## config.mk

```make
export PLATFORM = sky130hd
export DESIGN_NAME = transpose_stream
export DESIGN_NICKNAME = d
export VERILOG_FILES = /design/src/rtl/transpose_stream.sv
export SDC_FILE = /design/constraint.sdc
export NUM_CORES = 1
export LEC_CHECK = 0
export CAP_MARGIN = 15
export CORE_MARGIN = 5
export CORE_UTILIZATION = 38
export DETAILED_ROUTE_END_ITERATION = 8
export GPL_ROUTABILITY_DRIVEN = 0
export GPL_TIMING_DRIVEN = 0
export PLACE_DENSITY = 0.81
export SKIP_CTS_REPAIR_TIMING = 1
export SYNTH_ARGS = -nofsm -noshare
export SYNTH_HDL_FRONTEND = slang
export SYNTH_SLANG_ARGS = --single-unit
export TNS_END_PERCENT = 5
```

## constraint.sdc

```tcl
create_clock -name clk -period 3.5 [get_ports clk]
set_input_delay 0.7 -clock clk [delete_from_list [all_inputs] [get_ports clk]]
set_output_delay 0.7 -clock clk [all_outputs]
set_load 0.02 [all_outputs]
```

## src/rtl/transpose_stream.sv

```systemverilog
// Streaming tile transposer: ROWS input row beats of COLS elements in, COLS column beats of ROWS elements out.
// Define TRANSPOSE_PINGPONG_EN for two banks (fill one while draining the other); default is a single bank.
//
// bank state | meaning
// EMPTY      | no rows held, accepting the first row of a tile
// FILLING    | some rows held, accepting further rows
// FULL       | all ROWS rows held, no column emitted yet
// DRAINING   | some columns emitted, emitting further columns
module transpose_stream #(
    parameter int ROWS       = 4,
    parameter int COLS       = 4,
    parameter int DATA_WIDTH = 8
) (
    input  logic                         clk,
    input  logic                         rst_n,
    input  logic                         in_valid,
    output logic                         in_ready,
    input  logic [COLS*DATA_WIDTH-1:0]   in_data,
    output logic                         out_valid,
    input  logic                         out_ready,
    output logic [ROWS*DATA_WIDTH-1:0]   out_data,
    output logic                         out_last,
    output logic                         busy
);

`ifdef TRANSPOSE_PINGPONG_EN
    localparam int NB = 2;
`else
    localparam int NB = 1;
`endif
    localparam int RW = (ROWS > 1) ? $clog2(ROWS) : 1;
    localparam int CW = (COLS > 1) ? $clog2(COLS) : 1;

    typedef enum logic [1:0] {EMPTY, FILLING, FULL, DRAINING} bank_state_t;

    bank_state_t             state [NB];
    logic                    wr_ptr;
    logic                    rd_ptr;
    logic [RW-1:0]           wr_row;
    logic [CW-1:0]           rd_row;
    logic [DATA_WIDTH-1:0]   mem [NB][ROWS][COLS];

    logic wr_fire, rd_fire, wr_last, rd_last;

    assign wr_fire = in_valid && in_ready;
    assign rd_fire = out_valid && out_ready;
    assign wr_last = (wr_row == RW'(ROWS - 1));
    assign rd_last = (rd_row == CW'(COLS - 1));

    // Handshake outputs decode registered bank state only; out_ready never reaches in_ready.
    assign in_ready  = (state[wr_ptr] == EMPTY) || (state[wr_ptr] == FILLING);
    assign out_valid = (state[rd_ptr] == FULL)  || (state[rd_ptr] == DRAINING);
    assign out_last  = out_valid && rd_last;

    always_comb begin
        busy = 1'b0;
        for (int b = 0; b < NB; b++) begin
            if (state[b] != EMPTY) busy = 1'b1;
        end
    end

    // A bank is either writable or readable, never both, so write and drain of
    // different banks on the same edge update independent state entries.
    always_ff @(posedge clk or negedge rst_n) begin
        if (!rst_n) begin
            for (int b = 0; b < NB; b++) state[b] <= EMPTY;
            wr_ptr <= 1'b0;
            rd_ptr <= 1'b0;
            wr_row <= '0;
            rd_row <= '0;
        end else begin
            for (int b = 0; b < NB; b++) begin
                if (wr_fire && (wr_ptr == 1'(b)))
                    state[b] <= wr_last ? FULL : FILLING;
                else if (rd_fire && (rd_ptr == 1'(b)))
                    state[b] <= rd_last ? EMPTY : DRAINING;
            end
            if (wr_fire) begin
                wr_row <= wr_last ? '0 : wr_row + RW'(1);
                if (wr_last && (NB == 2)) wr_ptr <= ~wr_ptr;
            end
            if (rd_fire) begin
                rd_row <= rd_last ? '0 : rd_row + CW'(1);
                if (rd_last && (NB == 2)) rd_ptr <= ~rd_ptr;
            end
        end
    end

    always_ff @(posedge clk) begin
        if (wr_fire) begin
            for (int c = 0; c < COLS; c++)
                mem[wr_ptr][wr_row][c] <= in_data[c*DATA_WIDTH +: DATA_WIDTH];
        end
    end

    always_comb begin
        out_data = '0;
        for (int r = 0; r < ROWS; r++)
            out_data[r*DATA_WIDTH +: DATA_WIDTH] = mem[rd_ptr][r][rd_row];
    end

endmodule

```

### After elaboration in Yosys (flattened, before gate mapping)

Memory sizes are Yosys's and may differ from the RTL's.
Index checks and enable logic that the tools add are counted.

| cells by class | value |
|---|---|
| add/sub/neg operators | 2 |
| magnitude comparators | 5 |
| eq/ne operators | 5 |
| mux-type cells | 34 |
| bitwise logic cells | 4 |
| reductions and logical operators | 11 |

Operators by type and width:

| operator | number |
|---|---|
| 128-bit 2-to-1 mux | 4 |
| 32-bit demux with 2-bit select | 4 |
| 8-bit 2-to-1 mux | 9 |
| 8-bit binary-select mux with 2-bit select | 4 |
| 32-bit 2-to-1 mux | 1 |
| 24-bit 2-to-1 mux | 1 |
| 16-bit 2-to-1 mux | 1 |
| 2-bit 2-to-1 mux | 8 |
| 2-bit == test (second input constant) | 4 |
| 3-bit >= comparator (second input constant) | 2 |
| 1-bit logical AND | 6 |
| 2-bit inverter with 3-bit output | 2 |
| 2-bit by 1-bit adder with 2-bit output (second input constant) | 2 |
| 2-bit nonzero test | 2 |
| 3-bit by 1-bit < comparator with 1-bit output (second input constant) | 1 |
| 2-bit by 1-bit == test with 1-bit output (second input constant) | 1 |
| 2-bit zero test | 1 |
| 1-bit logical OR | 2 |
| 1-bit < comparator (second input constant) | 2 |
| 1-bit 2-to-1 mux | 2 |
| 1-bit inverter | 2 |

| storage, ports and cells | value |
|---|---|
| register bits after elaboration | 6 |
| bits in writable memories | 128 |
| bits of input ports | 36 |
| output and inout bits | 36 |
| logic and storage cells | 65 |
| memories | 1 |

Memory list:

| name | depth | width | rd ports | clocked after memory_dff | wr ports | RTL line | RTL |
|---|---|---|---|---|---|---|---|
| mem | 1 | 128 | 1 | 0 | 4 | 41 | `logic [DATA_WIDTH-1:0] mem [NB][ROWS][COLS];` |

### Longest topological paths before layout

Gate-level depths: netlist (run 1).

| logic depth | value |
|---|---|
| word-level depth | 8 |
| mapped depth | 4 |
| depth with buffers taken out | 4 |

### Least setup slack after synthesis (run 1)

OpenSTA, ideal clock, no wires.

| timing path | value |
|---|---|
| path kind | in2reg |
| start point | in in_valid |
| end point | mem mem[0][56] in the netlist's numbering (enable) |
| setup time | 0.310 ns |
| arrival time | 0.906 ns |
| required time | 3.190 ns |
| path slack | 2.284 ns |
| cell stages on the path | 1 |
| cell sequence | and2_2 |

RTL lines:

| item | RTL line | RTL |
|---|---|---|
| from (decl) | 16 | `input logic in_valid,` |
| to (decl) | 41 |  |

### Worst setup path in the final report (run 1)

| timing path | value |
|---|---|
| start point | mem mem[0][56] in the netlist's numbering |
| end point | out out_data[16] |

| on the way | value |
|---|---|
| word-level cells in the longest chain between the ends | 4 |

RTL lines:

| item | RTL line | RTL |
|---|---|---|
| memory 1 x 128 bit | n/a |  |
| 8-bit binary-select mux with 2-bit select | 99 | `out_data[r*DATA_WIDTH +: DATA_WIDTH] = mem[rd_ptr][r][rd_row];` |
| 8-bit 2-to-1 mux (not written as such) (2 in a row) | 99 |  |
| to (decl) | 21 | `output logic [ROWS*DATA_WIDTH-1:0] out_data,` |

Every way passes these cells. The select of a mux whose other input is x is not followed.

==> results of run 1 <==
report_power, final:
group / internal [W] / switching (W) / leakage [nW] / total [W]
Sequential: 0.000522 / 0.0000236 / 0.318 / 0.000545
Combinational: 0.000109 / 0.000143 / 0.260 / 0.000252
Clock: 0.0000753 / 0.000118 / 0.0297 / 0.000193
cells by family after synthesis:
kind of cell	synth area share
adders and majority gates	0.0432
and+or+nand+nor	0.0367
other	0.00648
DFF	0.873
buffers and inverters	0.0324
AOI/OAI and AO/OA	0.00864
through the flow:
step | setup WS (ns) | utilization | power [W] | cells
3_3_place_gp | 1.60 | 0.547 | 0.000793 | 131
5_1_grt | 1.45 | 0.563 | 0.00104 | 139
6_report | 1.50 | 0.563 | 0.000990 | 139
3_5_place_dp | 1.56 | 0.547 | 0.000810 | 131
4_1_cts | 1.48 | 0.563 | 0.00101 | 139
2_1_floorplan | 2.28 | - | 0.000676 | 56
routing by layer:
layer,vias up,track usage,wire length [um]
li1,292,-,-
met1,312,0.122,820
met2,37,0.198,1080
met3,7,0.0632,265
met4,0,0.0622,50
met5,-,0,0
state kept, by name, indices dropped and copies added, names as in the netlist:
name,flops
mem,32
wr_row,2
synth_stat cells (all sizes together):
cell type / count
edfxtp: 32
or3b: 1
and2: 4
nand2: 1
dfrtp: 2
buf: 4
inv: 2
o21ai: 2
ha: 4
conb: 2
worst reg2reg max path: cells and delay by family (launching register included):
family,cells,cell delay (ns)
and+or+nand+nor,1,0.27
DFF,1,0.43
buffers and inverters,1,0.11
adders and majority gates,1,0.14
area by class of cell:
| type | count | area share |
|---|---|---|
| clock inverter | 2 | 0.00522 |
| tap | 33 | 0.0246 |
| buffer | 4 | 0.0179 |
| clock buffer | 6 | 0.0246 |
| sequential | 34 | 0.603 |
| multi-input combinational | 16 | 0.0701 |
| timing repair buffer | 42 | 0.251 |
| inverter | 2 | 0.00447 |
worst max-delay path by stage:
stage	startpoint	to	slack [ns]	cells after the start
floorplan	in_valid	mem[0][56]	2.28	1
global placement	in_valid	mem[0][94]	1.60	2
detailed placement	in_valid	mem[0][122]	1.56	2
CTS	mem[0][56]	out_data[16]	1.48	1
global route	mem[0][122]	out_data[2]	1.45	1
finish	mem[0][56]	out_data[16]	1.50	1
==> flow_summary_export.csv, run 1 <==
group,metric,value,unit
status,outcome,"completed",
synthesis,avgSynthCellArea,21.5,um2
place,dpl_cell_area,1630,um2
setup_path,required,2.80,ns
route,drt_wl_total,2.22,mm
die,dieArea,4250,um2
finish,final_cell_mix,"clkdlybuf4s50_1, edfxtp_1, clkbuf_4",
setup_path,cp_num_buf_inv,1,
synthesis,synth.top_cell.area_share,0.829,
hold_path,hold_class,"in -> async",
sta,finalSetupTns,0,ns
grt,grt_overflow_total,0,
power,peakVddDrop,0.237,mV
setup_path,r2r-end,"mem[0][121]",
clock_network,cts_tree,"done",
finish,regArea,1010,um2
clock_network,cts_buffers,5,
synthesis,ys_top_cells_by_area,"edfxtp_1, dfrtp_1, ha_1, and2_2, buf_4",
grt,grt_pass1_vias,657,
sta,slew_viol_final,0,
route,drc,0,
setup_path,rr_worst_depth,3,
route,dr.pass1.iters,4,
sta,min_period,2.00,ns
route,routed-via-count,648,
clock_network,cts.sinks,34,
setup_path,cp.arrival,1.30,ns
setup_path,start_kind,"flop",
synthesis,syn_area,1160,um2
grt,grt_pass1_wl,3.54,mm
finish,nets,145,
die,core-area,2980,um2
clock_network,cts_root_buf,"clkbuf_4",
route,drtIter0Drc,17,
die,io_pins,72,
route,vias_per_cell,4.66,
synthesis,ys_ff_latch,34,
sta,final-setup-viol-count,0,
sta,finClkSkew,0.00818,ns
setup_path,critical_path.cell_chain,"clkdlybuf4s50_1",
setup_path,setup.worst_path.class,"reg -> out",
clock_network,clkTransAtPathRegs,0.09,ns
setup_path,rr_startpoint,"wr_row[0]",
synthesis,syn_inst,54,
synthesis,synth_top_area_cell,"edfxtp_1",
setup_path,slowest_stage,"clkdlybuf4s50_1",
route,wl_per_cell,16.0,um
sta,max_freq,0.501,GHz
sta,fin_crit_sh,0.570,
route,ant_nets,0,
grt,grt.total_usage,0.120,
clock_network,clk_latency,0.34,ns
synthesis,ys_seq_area_frac,0.873,
flow_run,timing.max_cap.violations,0,
setup_path,crit_family,"buffers and inverters",
finish,drive_gt1_frac,0.132,
clock_network,htree_levels,2,
die,die_x,65.2,um
setup_path,endpoint_kind,"output pin",
grt,grt_antenna_before_repair,0,
power,power_density,590,nW/um2
setup_path,crit_path_max_incr_delay,0.61,ns
finish,multi_input_area,118,um2
power,p_leak,0.608,nW
die,die_h,65.2,um
sta,rsz0062_at_grt,"no",
setup_path,rrSetupSlack,2.24,ns
finish,fillers,235,
sta,hold_viol_final,0,
clock_network,clockBufferDepth,2,
synthesis,yosys_warnings,2,
grt,grt_max_degree,11,
die,initial_utilization,0.389,
finish,antennaDiodeCount,0,
synthesis,synth_cell_types,10,
setup_path,cp_max_fo,1,
finish,syn_to_final_growth,44.8,%
die,core.rowCount,20,
sta,fin_hold_ws,0.525,ns
finish,design_area,1680,um2
finish,final_common_cell,"clkdlybuf4s50_1",
place,portBuffers,42,
Note: power is estimated with default switching activity, not from simulation.
==> run 2: changes to the inputs <==
--- a/config.mk
+++ b/config.mk
@@ -7,11 +7,11 @@
 export LEC_CHECK = 0
 export CAP_MARGIN = 15
 export CORE_MARGIN = 5
-export CORE_UTILIZATION = 38
+export CORE_UTILIZATION = 32
 export DETAILED_ROUTE_END_ITERATION = 8
 export GPL_ROUTABILITY_DRIVEN = 0
 export GPL_TIMING_DRIVEN = 0
-export PLACE_DENSITY = 0.81
+export PLACE_DENSITY = 0.73
 export SKIP_CTS_REPAIR_TIMING = 1
 export SYNTH_ARGS = -nofsm -noshare
 export SYNTH_HDL_FRONTEND = slang
==> constraint.sdc (replaced) <==
create_clock -name clk -period 1.7 [get_ports clk]
set_input_delay 0.34 -clock clk [delete_from_list [all_inputs] [get_ports clk]]
set_output_delay 0.34 -clock clk [all_outputs]
set_load 0.02 [all_outputs]
==> run 2 against run 1 <==
Compared with the run above:
- via count decreased by 4.9%
- hold slack worse by 0.34 ns
- total power grew 100%
- final area increased by 0.67%
- critical path depth unchanged
- first-iteration DRC count increased to 5.0 times the previous value
- non-clock buffer count is the same
- clock skew fell by 0.0013 ns
- utilization down 6.9 points
- die area is 16% higher
- clock-buffer cell count is 1 higher
- worst setup slack worse by 1.4 ns
- critical endpoint is now out_data[26]
==> flow_summary_export.csv, run 2 (synthesized netlist as in run 1, its figures left out) <==
group,metric,value,unit
finish,nets,145,
sta,finClkSkew,0.00693,ns
route,drtIter0Drc,85,
route,ant_nets,0,
route,drt_wl_total,2.07,mm
clock_network,clkTransAtPathRegs,0.09,ns
route,drc,0,
grt,grt_overflow_total,0,
finish,antennaDiodeCount,0,
die,io_pins,72,
die,core-area,3420,um2
finish,syn_to_final_growth,45.8,%
power,power_density,1180,nW/um2
route,wl_per_cell,13.7,um
clock_network,clk_latency,0.31,ns
power,peakVddDrop,0.301,mV
die,initial_utilization,0.339,
setup_path,crit_path_max_incr_delay,0.63,ns
sta,slew_viol_final,0,
clock_network,cts_buffers,5,
setup_path,crit_family,"buffers and inverters",
flow_run,timing.max_cap.violations,0,
finish,final_common_cell,"clkdlybuf4s50_1",
die,die_x,70.2,um
die,dieArea,4920,um2
status,outcome,"completed",
finish,regMostFlops,"mem",
setup_path,required,1.36,ns
finish,drive_gt1_frac,0.124,
route,routed-via-count,616,
finish,largest_reg_flops,32,
grt,grt_pass1_wl,3.26,mm
die,core.rowCount,21,
setup_path,critical_path.cell_chain,"clkdlybuf4s50_1",
setup_path,cp-startpoint,"mem[0][26]",
setup_path,slowest_stage,"clkdlybuf4s50_1",
setup_path,rrSetupSlack,0.44,ns
setup_path,cp.arrival,1.29,ns
setup_path,cp_max_fo,1,
hold_path,hold_class,"in -> async",
sta,finalSetupTns,0,ns
setup_path,cp_num_buf_inv,1,
setup_path,start_kind,"flop",
finish,final_cell_mix,"clkdlybuf4s50_1, edfxtp_1, clkbuf_4",
sta,rsz0062_at_grt,"no",
setup_path,rr_startpoint,"wr_row[0]",
setup_path,setup.worst_path.class,"reg -> out",
sta,min_period,1.63,ns
grt,grt_max_degree,10,
sta,fin_crit_sh,0.961,
sta,max_freq,0.612,GHz
sta,final-setup-viol-count,0,
power,p_leak,0.604,nW
sta,fin_hold_ws,0.190,ns
sta,hold_viol_final,0,
setup_path,endpoint_kind,"output pin",
clock_network,clockBufferDepth,2,
grt,grt_antenna_before_repair,0,
finish,fin_util,0.495,
grt,grt_pass1_vias,590,
die,die_h,70.2,um
finish,top_regs,"mem (32), wr_row (2)",
grt,grt.total_usage,0.0921,
place,portBuffers,42,
route,vias_per_cell,4.08,
clock_network,cts.sinks,34,
route,dr.pass1.iters,4,
clock_network,htree_levels,2,
clock_network,cts_root_buf,"clkbuf_4",
clock_network,cts_tree,"done",
run 2: cell types whose count changed in the layout (fill, tap and decap cells not counted), sizes merged:
cell | before | now
clkinv | 2 | 0
clkbuf | 6 | 7
run 2: layout make-up:
| class | count | area (um2) |
|---|---|---|
| multi-input cells | 16 | 118 |
| plain buffers | 4 | 30.0 |
| inverters | 2 | 7.51 |
| repair buffers | 42 | 420 |
| well taps | 46 | 57.6 |
| clock buffers | 7 | 45.0 |
| fillers | 278 | 1730 |
| flip-flops and latches | 34 | 1010 |
run 2: worst reg2reg max path: cells and delay by family, from the launching register on:
family                     cells  cell delay, ns
and+or+nand+nor                1            0.27
buffers and inverters          1            0.11
DFF                            1            0.42
adders and majority gates      1            0.15
run 2: power breakdown:
part | switching (W) | internal [W]
registers | 0.0000474 | 0.00107
clock network | 0.000214 | 0.000156
logic | 0.000283 | 0.000222
run 2: routing by layer:
metal	global-route usage	vias up	wire length, um
li1	-	287	-
met1	0.0909	282	824
met2	0.152	45	1000
met3	0.0516	2	211
met4	0.0511	0	30
met5	0	-	0
run 2: through the flow:
step / worst slack [ns] / std cells / area [um2] / total power, W
after floorplan: 0.575 / 56 / 1170 / 0.00139
after global placement: 0.140 / 144 / 1640 / 0.00164
after detailed placement: 0.128 / 144 / 1640 / 0.00166
after CTS: 0.0331 / 151 / 1690 / 0.00203
after global routing: 0.000452 / 151 / 1690 / 0.00212
final: 0.0661 / 151 / 1690 / 0.00200
run 2: final timing paths:
check	cells past startpoint	to
max	1	out_data[26]
min	1	wr_row[0]
max reg2reg	3	mem[0][121]
min reg2reg	2	wr_row[1]
max in group asynchronous	1	wr_row[1]
min in group clk	2	wr_row[1]
==> run 3: changes to the inputs <==
--- a/config.mk
+++ b/config.mk
@@ -8,6 +8,7 @@
 export CAP_MARGIN = 15
 export CORE_MARGIN = 5
 export CORE_UTILIZATION = 32
+export CTS_CLUSTER_SIZE = 12
 export DETAILED_ROUTE_END_ITERATION = 8
 export GPL_ROUTABILITY_DRIVEN = 0
 export GPL_TIMING_DRIVEN = 0
==> results of run 3 <==
The final DEF is identical to that of run 2; final timing and power are the same.
